## config.mk

```make
export PLATFORM = sky130hd
export DESIGN_NAME = dec_brcount_ctl
export DESIGN_NICKNAME = d
export VERILOG_FILES = /design/src/rtl/swerv_types.sv /design/src/rtl/brcnt_rdq.sv /design/src/rtl/dec_brcount_ctl.sv
export SDC_FILE = /design/constraint.sdc
export NUM_CORES = 1
export LEC_CHECK = 0
export BUFFER_PORTS_ARGS = -buffer_cell sky130_fd_sc_hd__buf_4
export CORE_MARGIN = 1.5
export CORE_UTILIZATION = 32
export CTS_CLUSTER_SIZE = 8
export DETAILED_ROUTE_END_ITERATION = 16
export GPL_ROUTABILITY_DRIVEN = 0
export PLACE_DENSITY = 0.58
export SKIP_CTS_REPAIR_TIMING = 1
export SYNTH_ARGS = -nofsm -noshare
export SYNTH_HDL_FRONTEND = slang
export SYNTH_HIERARCHICAL = 1
export SYNTH_SLANG_ARGS = --single-unit
```

## constraint.sdc

```tcl
create_clock -name clk -period 7.55 [get_ports clk]
set_input_delay 1.8875 -clock clk [delete_from_list [all_inputs] [get_ports clk]]
set_output_delay 1.8875 -clock clk [all_outputs]
set_load 0.05 [all_outputs]
```

## src/rtl/swerv_types.sv

```systemverilog
// Shared types for the branch-statistics counter controller and its read queue.
package swerv_types;

  localparam int CNT_W = 32;

  // One commit-slot counter command; bits below valid are in priority order.
  typedef struct packed {
    logic valid;
    logic bcount_reset;
    logic btcount_reset;
    logic start;
    logic stop;
    logic bcount_read;
    logic btcount_read;
  } brcnt_cmd_t;

  typedef enum logic {
    STOPPED = 1'b0,
    RUN     = 1'b1
  } brcnt_state_t;

  // One buffered read result: originating slot, counter selector, captured value.
  typedef struct packed {
    logic             pipe;
    logic             sel;
    logic [CNT_W-1:0] data;
  } brcnt_rdq_entry_t;

endpackage

```

## src/rtl/brcnt_rdq.sv

```systemverilog
// Two-entry read-result FIFO with ordered dual push, single pop and a sticky drop flag.
module brcnt_rdq
  import swerv_types::*;
(
  input  logic             clk,
  input  logic             rst,
  input  logic             push0,
  input  brcnt_rdq_entry_t push0_entry,
  input  logic             push1,
  input  brcnt_rdq_entry_t push1_entry,
  input  logic             rd_ready,
  output logic             head_valid,
  output brcnt_rdq_entry_t head_entry,
  output logic [1:0]       count,
  output logic             drop
);

  brcnt_rdq_entry_t mem_q [2];
  logic             rd_ptr_q;
  logic [1:0]       cnt_q;
  logic             drop_q;

  logic             pop;
  logic [1:0]       n_push;
  logic [1:0]       space;
  logic [1:0]       n_acc;
  logic             drop_set;
  logic             wr_ptr;
  brcnt_rdq_entry_t first_entry;

  // Work out how many of this cycle's pushes fit once the same-cycle pop has freed its slot.
  always_comb begin
    pop         = (cnt_q != 2'd0) && rd_ready;
    n_push      = {1'b0, push0} + {1'b0, push1};
    space       = 2'd2 - cnt_q + {1'b0, pop};
    drop_set    = 1'b0;
    n_acc       = n_push;
    if (n_push > space) begin
      n_acc    = space;
      drop_set = 1'b1;
    end
    first_entry = push0 ? push0_entry : push1_entry;
    wr_ptr      = rd_ptr_q ^ cnt_q[0];
  end

  // Storage, pointers, occupancy and the sticky drop flag; the youngest push is the one lost.
  always_ff @(posedge clk or posedge rst) begin
    if (rst) begin
      mem_q[0] <= '0;
      mem_q[1] <= '0;
      rd_ptr_q <= 1'b0;
      cnt_q    <= 2'd0;
      drop_q   <= 1'b0;
    end else begin
      if (n_acc != 2'd0) mem_q[wr_ptr] <= first_entry;
      if (n_acc == 2'd2) mem_q[~wr_ptr] <= push1_entry;
      rd_ptr_q <= rd_ptr_q ^ pop;
      cnt_q    <= cnt_q - {1'b0, pop} + n_acc;
      drop_q   <= drop_q | drop_set;
    end
  end

  assign head_valid = (cnt_q != 2'd0);
  assign head_entry = mem_q[rd_ptr_q];
  assign count      = cnt_q;
  assign drop       = drop_q;

endmodule

```

## src/rtl/dec_brcount_ctl.sv

```systemverilog
// Branch-statistics counter controller: RUN/STOPPED FSM, two wrapping counters and
// in-order evaluation of the i0 then i1 commit slots, with reads buffered in brcnt_rdq.
module dec_brcount_ctl
  import swerv_types::*;
(
  input  logic             clk,
  input  logic             rst,
  input  brcnt_cmd_t       i0_cmd,
  input  brcnt_cmd_t       i1_cmd,
  input  logic             i0_br_valid,
  input  logic             i1_br_valid,
  input  logic             i0_br_taken,
  input  logic             i1_br_taken,
  output logic             rd_valid,
  output logic [CNT_W-1:0] rd_data,
  output logic             rd_pipe,
  output logic             rd_sel,
  input  logic             rd_ready,
  output logic             busy,
  output logic             running,
  output logic             bcount_ovf,
  output logic             btcount_ovf,
  output logic             rd_drop
);

  brcnt_state_t     state_q, state_n;
  logic [CNT_W-1:0] bcount_q, bcount_n;
  logic [CNT_W-1:0] btcount_q, btcount_n;
  logic             bovf_q, bovf_n;
  logic             btovf_q, btovf_n;

  brcnt_cmd_t       cmd [2];
  logic [1:0]       br_v;
  logic [1:0]       br_t;
  logic [1:0]       push_v;
  brcnt_rdq_entry_t push_e [2];

  brcnt_rdq_entry_t head_entry;
  logic [1:0]       q_count;

  assign cmd[0] = i0_cmd;
  assign cmd[1] = i1_cmd;
  assign br_v   = {i1_br_valid, i0_br_valid};
  assign br_t   = {i1_br_taken, i0_br_taken};

  // Apply i0 then i1 in program order, so the younger slot sees everything the older slot did.
  always_comb begin
    state_n   = state_q;
    bcount_n  = bcount_q;
    btcount_n = btcount_q;
    bovf_n    = bovf_q;
    btovf_n   = btovf_q;
    push_v    = 2'b00;
    push_e[0] = '0;
    push_e[1] = '0;
    for (int s = 0; s < 2; s++) begin
      push_e[s].pipe = 1'(s);
      if (cmd[s].valid) begin
        if (cmd[s].bcount_reset) begin
          bcount_n = '0;
          bovf_n   = 1'b0;
        end else if (cmd[s].btcount_reset) begin
          btcount_n = '0;
          btovf_n   = 1'b0;
        end else if (cmd[s].start) begin
          state_n = RUN;
        end else if (cmd[s].stop) begin
          state_n = STOPPED;
        end else if (cmd[s].bcount_read) begin
          push_v[s]      = 1'b1;
          push_e[s].sel  = 1'b0;
          push_e[s].data = bcount_n;
        end else if (cmd[s].btcount_read) begin
          push_v[s]      = 1'b1;
          push_e[s].sel  = 1'b1;
          push_e[s].data = btcount_n;
        end
      end else if (br_v[s] && (state_n == RUN)) begin
        if (&bcount_n) bovf_n = 1'b1;
        bcount_n = bcount_n + 1'b1;
        if (br_t[s]) begin
          if (&btcount_n) btovf_n = 1'b1;
          btcount_n = btcount_n + 1'b1;
        end
      end
    end
  end

  // RUN/STOPPED state register.
  always_ff @(posedge clk or posedge rst) begin
    if (rst) state_q <= STOPPED;
    else     state_q <= state_n;
  end

  // Counter values and their sticky wrap flags.
  always_ff @(posedge clk or posedge rst) begin
    if (rst) begin
      bcount_q  <= '0;
      btcount_q <= '0;
      bovf_q    <= 1'b0;
      btovf_q   <= 1'b0;
    end else begin
      bcount_q  <= bcount_n;
      btcount_q <= btcount_n;
      bovf_q    <= bovf_n;
      btovf_q   <= btovf_n;
    end
  end

  brcnt_rdq u_rdq (
    .clk         (clk),
    .rst         (rst),
    .push0       (push_v[0]),
    .push0_entry (push_e[0]),
    .push1       (push_v[1]),
    .push1_entry (push_e[1]),
    .rd_ready    (rd_ready),
    .head_valid  (rd_valid),
    .head_entry  (head_entry),
    .count       (q_count),
    .drop        (rd_drop)
  );

  assign rd_data     = head_entry.data;
  assign rd_pipe     = head_entry.pipe;
  assign rd_sel      = head_entry.sel;
  assign busy        = (q_count != 2'd0);
  assign running     = (state_q == RUN);
  assign bcount_ovf  = bovf_q;
  assign btcount_ovf = btovf_q;

endmodule
```

======== After elaboration in Yosys (flattened, before gate mapping) ========
Cells that the tools add are included.
operators by class
  add/sub/neg operators ................... 9
  $lt $le $gt $ge ......................... 6
  equal/unequal tests ..................... 1
  muxes and demuxes ....................... 88
  bitwise operators ....................... 7
  reductions and logical operators ........ 11
operators with widths
  cell                     number
  $mux W32                 16
  $mux W33                 14
  $mux W34                 6
  $bwmux W68               2
  $mux W68                 2
  $add A32 B1 Y32 const B  4
  $reduce_and A32 Y1       4
  $demux W34 S1            2
  $mux W1                  45
  $ge A2 B2 Y1 const B     3
  $not A1 Y2               3
  $logic_and A1 B1 Y1      5
  $lt A2 B1 Y1 const B     2
  $reduce_bool A2 Y1       2
  $add A1 B1 Y2            1
  $add A2 B1 Y2            1
  $add A2 B2 Y2            1
  $eq A2 B2 Y1 const B     1
  $gt A2 B2 Y1             1
  $mux W2                  1
  $sub A2 B1 Y2            1
  $sub A2 B2 Y2 const A    1
  $xor A1 B1 Y1            2
  $not A1 Y1               1
  $or A1 B1 Y1             1
storage, ports and cells
  flip-flop bits (word level) ............. 139
  output and inout port bits .............. 40

======== Longest topological paths before layout ========
Gate-level depths: netlist (run 1).
  depth in word-level cells ............... 16
  gate-level depth with buffers ........... 15
  gate-level depth less buffers ........... 14

======== Hierarchy ========
Netlist (run 1), hierarchy kept.
by module, submodules not included
  module           instances  cells an instance  area each (um2)  seq. area each (um2)
  dec_brcount_ctl  1          824                6650.1           1676.6
  brcnt_rdq        1          433                4325.4           1801.7

======== Least setup slack after synthesis (run 1) ========
No wires, ideal clock.
  kind .................................... input -> register
  start ................................... input i0_cmd[6] (netlist name)
  end ..................................... register btcount_q[24]
  setup time .............................. 0.128 ns
  arrival ................................. 5.119 ns
  data required time ...................... 7.422 ns
  slack ................................... 2.303 ns
  cell stages on the path ................. 14
  buffers on the path ..................... 4
  cell sequence ........................... buf_6 nand3b_1 clkbuf_1 clkbuf_1 clkbuf_1 nand3_1 o21ai_0 ha_1 nand3b_1 or4b_4 nor4_4 nand3_4 a21oi_1 mux2_1
between the ends
  word-level cells in the longest chain between the ends .. 5
  elaborated cells between the ends (all ways) .. 9
ends and longest elaborated chain
  what                    line                    RTL
  start: declaration      dec_brcount_ctl.sv:8    input brcnt_cmd_t i0_cmd,
  $mux W32                dec_brcount_ctl.sv:58   if (cmd[s].valid) begin
  $add A32 B1 Y32         dec_brcount_ctl.sv:83   btcount_n = btcount_n + 1'b1;
  $mux W32                dec_brcount_ctl.sv:81   if (br_t[s]) begin
  $mux W32                dec_brcount_ctl.sv:78   end else if (br_v[s] && (state_n == RUN)) begin
  $mux W32 *              dec_brcount_ctl.sv:58
  net btcount_n[24]       dec_brcount_ctl.sv:28   logic [CNT_W-1:0] btcount_q, btcount_n;
  end signal: assignment  dec_brcount_ctl.sv:104  btcount_q <= btcount_n;
  end: declaration        dec_brcount_ctl.sv:28
The timed path passes the listed nets; every way through them passes the cells marked *.

======== Final worst setup path (run 1) ========
  start ................................... input i1_cmd[6] (netlist name)
  end ..................................... register u_rdq/mem_q[60] (netlist name)
between the ends
  word-level cells in the longest chain between the ends .. 8
  elaborated cells between the ends (all ways) .. 12
ends and longest elaborated chain
  what                            line                   RTL
  start: declaration              dec_brcount_ctl.sv:9   input brcnt_cmd_t i1_cmd,
  $mux W1 *                       dec_brcount_ctl.sv:58
  net push_v[1]                   dec_brcount_ctl.sv:35  logic [1:0] push_v;
  $add A1 B1 Y2 *                 brcnt_rdq.sv:34        n_push = {1'b0, push0} + {1'b0, push1};
  $gt A2 B2 Y1                    brcnt_rdq.sv:38        if (n_push > space) begin
  $mux W2 *                       brcnt_rdq.sv:38
  $reduce_bool A2 Y1              brcnt_rdq.sv:55        if (n_acc != 2'd0) mem_q[wr_ptr] <= first_entry;
  $mux W68                        brcnt_rdq.sv:55
  $bwmux W68                      brcnt_rdq.sv:56        if (n_acc == 2'd2) mem_q[~wr_ptr] <= push1_entry;
  $mux W68 *                      brcnt_rdq.sv:56
  end signal: indexed assignment  brcnt_rdq.sv:55
  end signal: indexed assignment  brcnt_rdq.sv:56
  end: declaration                brcnt_rdq.sv:18        brcnt_rdq_entry_t mem_q [2];
Marks and branches as above.

==> results.txt, run 1 <==
- Via count of the first global-routing pass: 9914
* Maximum root-to-sink buffer count: 2
- Slew of the pin with the lowest slew margin: roughly 1.1 ns
- The first TritonRoute pass finished after 5 iterations.
- Broken down by cell family, the worst path's largest delay share belongs to simple AND/OR/NAND/NOR gates.
- Seq cells post-synth: about 140
- The number of slew-limit violations in the final report was 0.
- Dominant synthesized flop cell: dfrtp_1
* Cells along the critical path: buf_4 > nand2b_1 > nor4_1 > o21a_1 > ha_1 > inv_1 > ha_1 > nand2b_1 > a21o_1 > a21o_1 > nand2_1 > buf_4 > a221o_1
- Die area: roughly 35000 um^2
- Sort of element at the start of the critical path: input pin
* Non-filler cells, final: 1727
- Worst slack on hold paths: 0.506 ns
- In the layout the commonest cells are nand2_1, dfrtp_1, o21ai_0, buf_4, nor2_1.
- The first global-routing pass estimated 59700 um of wire.
- In the final timing run, aggregate negative setup slack is 0 ns.
- Die Y-Extent: 188 um
- Area growth from synthesis to layout: 12.4%
- Critical Path Max Stage Delay: 0.65 ns
- After the first detailed-routing iteration, the DRC count stood at 1055.
- After synthesis, the share of flip-flops with an asynchronous set or reset is between 90% and 100%.
* RSZ-0062 raised after global routing: no
- Vias per cell: approximately 6.1
* Portion of the clock cycle consumed by the worst path in the final layout: between 70% and 80%
- Yosys printed 6 warnings.
- Setup violations remaining at the end of the flow were counted as 0.
- Summing every instance area after synthesis gives 11000 um^2.
- Path type of the worst setup path: input pin to flop
- Post-Place Cells: between 1500 and 2000
- After the last flow step, the layout net total stands at 1298.
* Post-synth EDFFs: 0
- Worst Setup Slack, final: 1.85 ns
- In this run the horizontal extent of the chip is about 190 um.
* Peak supply drop: 0.272 mV
- Largest fanout on the critical path: 23
- Number of antenna cells inserted: 0
- Critical R2R Launch: btcount_q[1]$_DFF_PP0_
- The H-tree generated during clock tree synthesis spans 4 levels.
* Number of distinct library cells after synthesis: 91
* P_leak: 4.80 nW
- Power density of the placed cells: approximately 240 nW/um^2
- Across the run, the number of max-cap violations was 0.
* Endpoint kind of the worst setup timing path: flop
* Number of cells on the worst reg-to-reg path: 10
- Dividing the detail-routed wire length by the instance count gives 22.3 um.
- Based on the critical path, the design can be clocked at up to 0.175 GHz.
* Hold Vio Cnt, Final: 0
- DR DRC count: 0
- Effective utilization at floorplan: 32.6%
* Pin count of the biggest net entering global routing: between 70 and 80
* Worst r2r dst: u_rdq/mem_q[60]$_DFF_PP0_
- Clock Latency Late Sink: 0.45 ns
* Synthesized netlist cell count: 1257
* Data arrival at the endpoint of the critical path: about 6 ns
* Post-Synthesis Mean Instance Area: 8.73 um^2
- Measured against its own limit, the worst slew margin works out to 27.1%.
- Subtracting the final worst setup slack from the clock period gives 5.70 ns.
- The tree built by TritonCTS fans out to 139 sinks.
* Core area: 33600 um^2
- Counting both buffers and inverters, the worst setup path holds a total of 3.
- Endpoint required time on the critical path: 7.87 ns
- Slowest stage cell on the critical path: nand2_1
* Fraction of layout instances using a drive strength above 1: 16.6%
- Clock transition time at the flip-flop clock pins of the worst setup and hold paths: 0.06 ns
- Remaining global-route overflow: 0
* Number of nets still failing antenna checks after routing: 0
- Worst Hold End: u_rdq/mem_q[3]$_DFF_PP0_
- Input/output buffers: 60
- For this design the top-level I/O count stands at 61.
- Clock tree synthesis inserted a total of 17 buffers.
- Global routing used 21.8% of the available tracks across all layers.
* Worst hold path cell count: 1
* Most common cell after layout, fill and taps aside: nand2_1
* Hold path start: u_rdq/mem_q[3]$_DFF_PP0_
* Total wire length: 38500 um
- Antenna violations before repair: 0
* Outcome: finished, final reports clean
* Master cell of the clock root buffer: clkbuf_16
- CTS tree: built
* Sequential element share of the synthesized area: between 30% and 40%
* Post-detail-place hpwl: roughly 28000 um
* Rows: 67
* Worst slack at placement: 1.45 ns
- The worst hold path belongs to the class flop to flop.
- Total number of vias: 10573
* Setup slack of the worst register-to-register path: 3.32 ns
- Final worst clock skew: 0.0144 ns
Yosys cell counts (27+ instances only):
| cell type | instances | area, um^2 |
|---|---|---|
| nand3_1 | 69 | 345 |
| o21ai_0 | 86 | 430 |
| dfrtp_1 | 139 | 3480 |
| clkbuf_1 | 41 | 154 |
| nor2_1 | 76 | 285 |
| mux2i_1 | 70 | 701 |
| inv_1 | 31 | 116 |
| mux2_2 | 50 | 563 |
| a21oi_1 | 27 | 135 |
| nor3_1 | 40 | 200 |
| nand4_1 | 27 | 169 |
| buf_2 | 33 | 165 |
| a22o_1 | 44 | 385 |
| nand2_1 | 151 | 567 |
| a221o_1 | 56 | 561 |
layout make-up:
cell class                 count  area (um^2)
fill                        3405        21300
multi-input combinational    999         6990
sequential                   139         3480
timing repair buffer          78          586
tap                          448          561
clock buffer                  18          429
clock inverter                14          184
inverter                      31          116
worst register-to-register path, delay by kind of cell, from the launching register on:
| kind | cells | cell delay [ns] |
|---|---|---|
| AO/OA/AOI/OAI | 3 | 0.76 |
| adder cells (fa/ha/maj) | 1 | 0.38 |
| flip-flops | 1 | 0.60 |
| multiplexers | 2 | 0.64 |
| AND/OR/NAND/NOR | 4 | 1.79 |
power by group:
group | switching [mW] | internal (mW) | leakage (nW)
Combinational | 0.821 | 0.323 | 2.62
Clock | 0.368 | 0.527 | 0.291
Sequential | 0.111 | 0.806 | 1.89
Total | 1.30 | 1.66 | 4.80
routing by layer:
| layer | track usage, % | vias up | wire, um |
|---|---|---|---|
| li1 | - | 4835 | - |
| met1 | 32.3 | 5186 | 17800 |
| met2 | 32.1 | 495 | 16600 |
| met3 | 4.00 | 57 | 3410 |
| met4 | 6.37 | 0 | 721 |
| met5 | 0 | - | 0 |
logic make-up after synthesis:
logic type,after synthesis,share of synthesized area (%)
fa+ha+maj,11,1.25
flops,139,31.7
compound gates,335,22.9
buf+inv,121,5.07
other cells,2,0.0684
xor+xnor,18,1.50
mux,122,11.7
simple gates,509,25.8
flip-flops by register name (all words and copies together), names as in the netlist:
name / count
btcount_q: 32
u_rdq/drop: 1
bcount_q: 32
u_rdq/mem_q: 68
u_rdq/rd_ptr_q: 1
running: 1
btcount_ovf: 1
bcount_ovf: 1
u_rdq/count: 2
how the worst max path moves through the flow:
stage | from | slack (ns) | to | cells past startpoint
after floorplan | i0_cmd[6] | 2.30 | btcount_q[24]$_DFF_PP0_ | 14
after detailed placement | i1_cmd[6] | 1.45 | u_rdq/mem_q[60]$_DFF_PP0_ | 13
after CTS | i1_cmd[6] | 1.88 | u_rdq/mem_q[48]$_DFF_PP0_ | 13
after global routing | i1_cmd[6] | 1.60 | u_rdq/mem_q[48]$_DFF_PP0_ | 13
final | i1_cmd[6] | 1.85 | u_rdq/mem_q[60]$_DFF_PP0_ | 13
after global placement | i0_cmd[6] | 1.53 | u_rdq/mem_q[54]$_DFF_PP0_ | 13
per-stage QoR:
stage	cell area (um^2)	utilization, %	power, mW
CTS	12300	36.7	2.97
finish	12300	36.7	2.96
global placement	11700	34.9	2.05
detailed placement	11700	34.9	2.07
floorplan	11000	-	1.72
global route	12300	36.7	3.11
(Power assumes the default switching activity.)
==> run 2, diff against run 1 <==
--- a/config.mk
+++ b/config.mk
@@ -5,13 +5,14 @@
 export SDC_FILE = /design/constraint.sdc
 export NUM_CORES = 1
 export LEC_CHECK = 0
+export ABC_AREA = 1
 export BUFFER_PORTS_ARGS = -buffer_cell sky130_fd_sc_hd__buf_4
 export CORE_MARGIN = 1.5
 export CORE_UTILIZATION = 32
 export CTS_CLUSTER_SIZE = 8
 export DETAILED_ROUTE_END_ITERATION = 16
 export GPL_ROUTABILITY_DRIVEN = 0
-export PLACE_DENSITY = 0.58
+export PLACE_DENSITY = 0.6
 export SKIP_CTS_REPAIR_TIMING = 1
 export SYNTH_ARGS = -nofsm -noshare
 export SYNTH_HDL_FRONTEND = slang
==> constraint.sdc (replaced) <==
create_clock -name clk -period 4.9 [get_ports clk]
set_input_delay 1.225 -clock clk [delete_from_list [all_inputs] [get_ports clk]]
set_output_delay 1.225 -clock clk [all_outputs]
set_load 0.05 [all_outputs]
==> results.txt, run 2 <==
- Number of distinct library cells after synthesis: 48 (was 91)
- The total number of placement rows was 72 (was 67).
- The number of buffers added by the clock tree synthesis step came to 17 (unchanged).
- Portion of the clock cycle consumed by the worst path in the final layout: 77.0%
- The class of the most critical hold timing path is flop to flop (unchanged).
* Maximum root-to-sink buffer count: 2 (unchanged)
* Chip width: 202 um (was 188 um)
- H-tree lvl count: 4 (unchanged)
* P_leak: 6.69 nW (was 4.80 nW)
* Critical Path Max Stage Delay: 0.63 ns (was 0.65 ns)
- Worst slack at placement: 0.768 ns (was 1.45 ns)
- FMAX: 0.265 GHz
- Most frequent cell after synthesis: nand2_1 (unchanged)
- Setup Viol. Count Final: 0 (unchanged)
- Final worst clock skew: 0.0152 ns (was 0.0144 ns)
- Largest cells by area after synthesis: dfrtp_1, nand2_1, nor2_1 (was dfrtp_1, mux2i_1, nand2_1)
- Final count of pins violating max slew: 0 (unchanged)
- The register area share after synthesis is 27.6% (was 31.7%).
* Master cell of the clock root buffer: clkbuf_16 (unchanged)
- Largest registers: u_rdq/mem_q (68), bcount_q (32), btcount_q (32) (unchanged).
- Seq cells post-synth: 139 (unchanged)
- Sort of element at the start of the critical path: input pin (unchanged)
- Endpoint required time on the critical path: 5.24 ns (was 7.87 ns)
- The global-route wire length before repair is 72400 um (was 59700 um).
* Endpoint kind of the worst setup timing path: flop (unchanged)
- The starting utilization of the core area was 32.5% (was 32.6%).
- The via count came to 14160 (was 10573).
- The number of global-route vias before repair came to 13019 (was 9914).
* Remaining global-route overflow: 0 (unchanged)
- Avg WL per Cell: 17.4 um (was 22.3 um)
- Cell type contributing the most total cell area after synthesis: dfrtp_1 (unchanged)
* Die area: 40600 um^2 (was 35400 um^2)
- Input/output buffers: 60 (unchanged)
- Total wire length: 46500 um (was 38500 um)
- The number of vias per cell came to 5.29 (was 6.12).
- Clock transition time at the flip-flop clock pins of the worst setup and hold paths: 0.07 ns (was 0.06 ns)
- The signal arrival time at the worst endpoint came to 4.11 ns (was 6.02 ns).
* Path type of the worst setup path: input pin to flop (unchanged)
- Slowest stage cell on the critical path: clkinv_1 (was nand2_1)
* RSZ-0062 raised after global routing: no (unchanged)
* Hold Vio Cnt, Final: 0 (unchanged)
- The clock latency reported for the late side of the worst-skew pair is 0.45 ns (about the same).
- DR DRC count: 0 (unchanged)
* Power density of the placed cells: 384 nW/um^2 (was 240 nW/um^2)
* Antenna violations before repair: 0 (unchanged)
* Worst Setup Slack, final: 1.13 ns (was 1.85 ns)
* Length of the first detailed-routing pass in iterations: 6 (was 5)
* Number of nets still failing antenna checks after routing: 0 (unchanged)
- Number of antenna cells inserted: 0 (unchanged)
- The per-instance average area after synthesis is 5.95 um^2 (was 8.73 um^2).
* Synthesized netlist cell count: 2123 (was 1257)
* Cell seen most often among critical-path stages: nand2_1
- Netlist area before placement: 12600 um^2 (was 11000 um^2)
- Fraction of layout instances using a drive strength above 1: 10.2% (was 16.6%)
- The final net count came to 2180 (was 1298).
- Total Neg Setup Slack: 0 ns (unchanged)
- Clock sink count: 139 (unchanged)
- Max-capacitance violation count: 0 (unchanged)
- Slew of the pin with the lowest slew margin: 1.10 ns (was 1.08 ns)
- Iteration-0 DRC count of the detailed router: 1554 (was 1055)
- The flip-flop count of the largest register after layout came to 68 (unchanged).
* Post-synth EDFFs: 0 (unchanged)
- Max transition margin: 26.7% (was 27.1%)
- CTS tree: built (unchanged)
- Largest fanout on the critical path: 17 (was 23)
* Area growth from synthesis to layout: 11.9% (was 12.4%)
- Cells along the critical path: buf_4 > nand2_1 > nor4_1 > buf_4 > nand2_1 > clkinv_1 > nand2_1 > o21ai_0 > mux2i_1 > nor2_1 > nand2_1 > nand2_1 > nor2_1 > nor2_1 (was buf_4 > nand2b_1 > nor4_1 > o21a_1 > ha_1 > inv_1 > ha_1 > nand2b_1 > a21o_1 > a21o_1 > nand2_1 > buf_4 > a221o_1).
- Fraction of post-synthesis cell area in the top cell type by area: 27.6% (was 31.7%)
- The area of the core region was 38800 um^2 (was 33600 um^2).
- Pin count of the biggest net entering global routing: 72 (was 73)
- Commonest cells after routing, fill and taps aside: nand2_1, nor2_1, inv_1, nand3_1, dfrtp_1 (was nand2_1, dfrtp_1, o21ai_0, buf_4, nor2_1).
* Post-detail-place hpwl: 35100 um (was 27600 um)
- Synth Warn #: 6 (unchanged)
- The die extent in y is 202 um (was 188 um).
- Counting I/O delays and the setup requirement, the final critical path takes 3.77 ns.
- The maximum vdd drop is 0.363 mV (was 0.272 mV).
- Top post-synthesis cells by count: nand2_1, nor2_1, inv_1 (was nand2_1, dfrtp_1, o21ai_0)
* Outcome: finished, final reports clean (unchanged)
- The I/O pin count was 61 (unchanged).
- Dominant synthesized flop cell: dfrtp_1 (unchanged)
- The share of flip-flops with an asynchronous set or reset was 100% (unchanged).
* All-Layer GR Usage: 22.8% (was 21.8%)
- Most flop-heavy register: u_rdq/mem_q (unchanged)
* Most common cell after layout, fill and taps aside: nand2_1 (unchanged)
## run 2: cell count changes in the layout (fill, tap and decap cells not counted), moves of 26 or more
| cell | change |
|---|---|
| mux2i_1 | -37 |
| inv_1 | +254 |
| nor2_2 | +31 |
| nor2_1 | +320 |
| nand3_1 | +119 |
| a22o_1 | -43 |
| nand4_1 | +36 |
| o22ai_1 | +39 |
| a21oi_1 | +39 |
| a221o_1 | -56 |
| mux2_2 | -49 |
| nand2_1 | +415 |
| nor3_1 | -26 |
## run 2: final cells by class
cell class / count / area [um^2]
fill: 4224 / 24700
multi-input combinational: 1606 / 7650
sequential: 139 / 3480
inverter: 299 / 1120
timing repair buffer: 85 / 663
tap: 518 / 648
clock buffer: 18 / 439
clock inverter: 14 / 125
## run 2: worst paths after layout
kind                                        start                        end  slack [ns]  cells after the start
setup / recovery                        i1_cmd[6]  u_rdq/mem_q[38]$_DFF_PP0_        1.13                     14
hold / removal               u_rdq/drop$_DFF_PP0_       u_rdq/drop$_DFF_PP0_        0.52                      2
setup reg to reg           btcount_q[0]$_DFF_PP0_  u_rdq/mem_q[62]$_DFF_PP0_        1.64                     17
hold reg to reg              u_rdq/drop$_DFF_PP0_       u_rdq/drop$_DFF_PP0_        0.52                      2
max in group asynchronous                     rst      bcount_q[2]$_DFF_PP0_        2.91                      3
min in group asynchronous                     rst  u_rdq/mem_q[33]$_DFF_PP0_        0.97                      2
## run 2: critical path: cells and delay by family
kind | cells | cell delay, ns
and+or+nand+nor | 9 | 1.24
buffers and inverters | 3 | 0.95
muxes | 1 | 0.40
AOI/OAI and AO/OA | 1 | 0.29
## run 2: power breakdown
part | internal [mW] | total [mW] | switching (mW)
Combinational | 0.666 | 2.52 | 1.85
Clock | 0.682 | 1.30 | 0.622
Sequential | 1.40 | 1.60 | 0.204
Total | 2.74 | 5.42 | 2.68
## run 2: cells by family after synthesis
logic type / Yosys count / share of synthesized area [%]
compound gates: 237 / 10.5
xor+xnor: 6 / 0.565
fa+ha+maj: 11 / 1.09
buf+inv: 380 / 12.0
flops: 139 / 27.6
mux: 34 / 2.71
other cells: 2 / 0.0595
simple gates: 1314 / 45.5
## run 2: stage by stage
stage,instances,hold WS [ns],util (%),power (mW),area [um^2]
finish,2679,0.520,36.4,5.42,14100
global route,2679,0.550,36.4,5.78,14100
CTS,2679,0.510,36.4,5.47,14100
detailed placement,2647,0.492,34.9,4.15,13600
global placement,2647,0.508,34.9,4.13,13600
floorplan,2125,0.492,-,3.45,12600
## run 2: per-layer routing
layer | up-vias | routed length, um | GRT usage [%]
li1 | 6794 | - | -
met1 | 6574 | 20000 | 31.5
met2 | 711 | 20400 | 35.3
met3 | 81 | 4660 | 4.32
met4 | 0 | 1430 | 8.24
met5 | - | 0 | 0
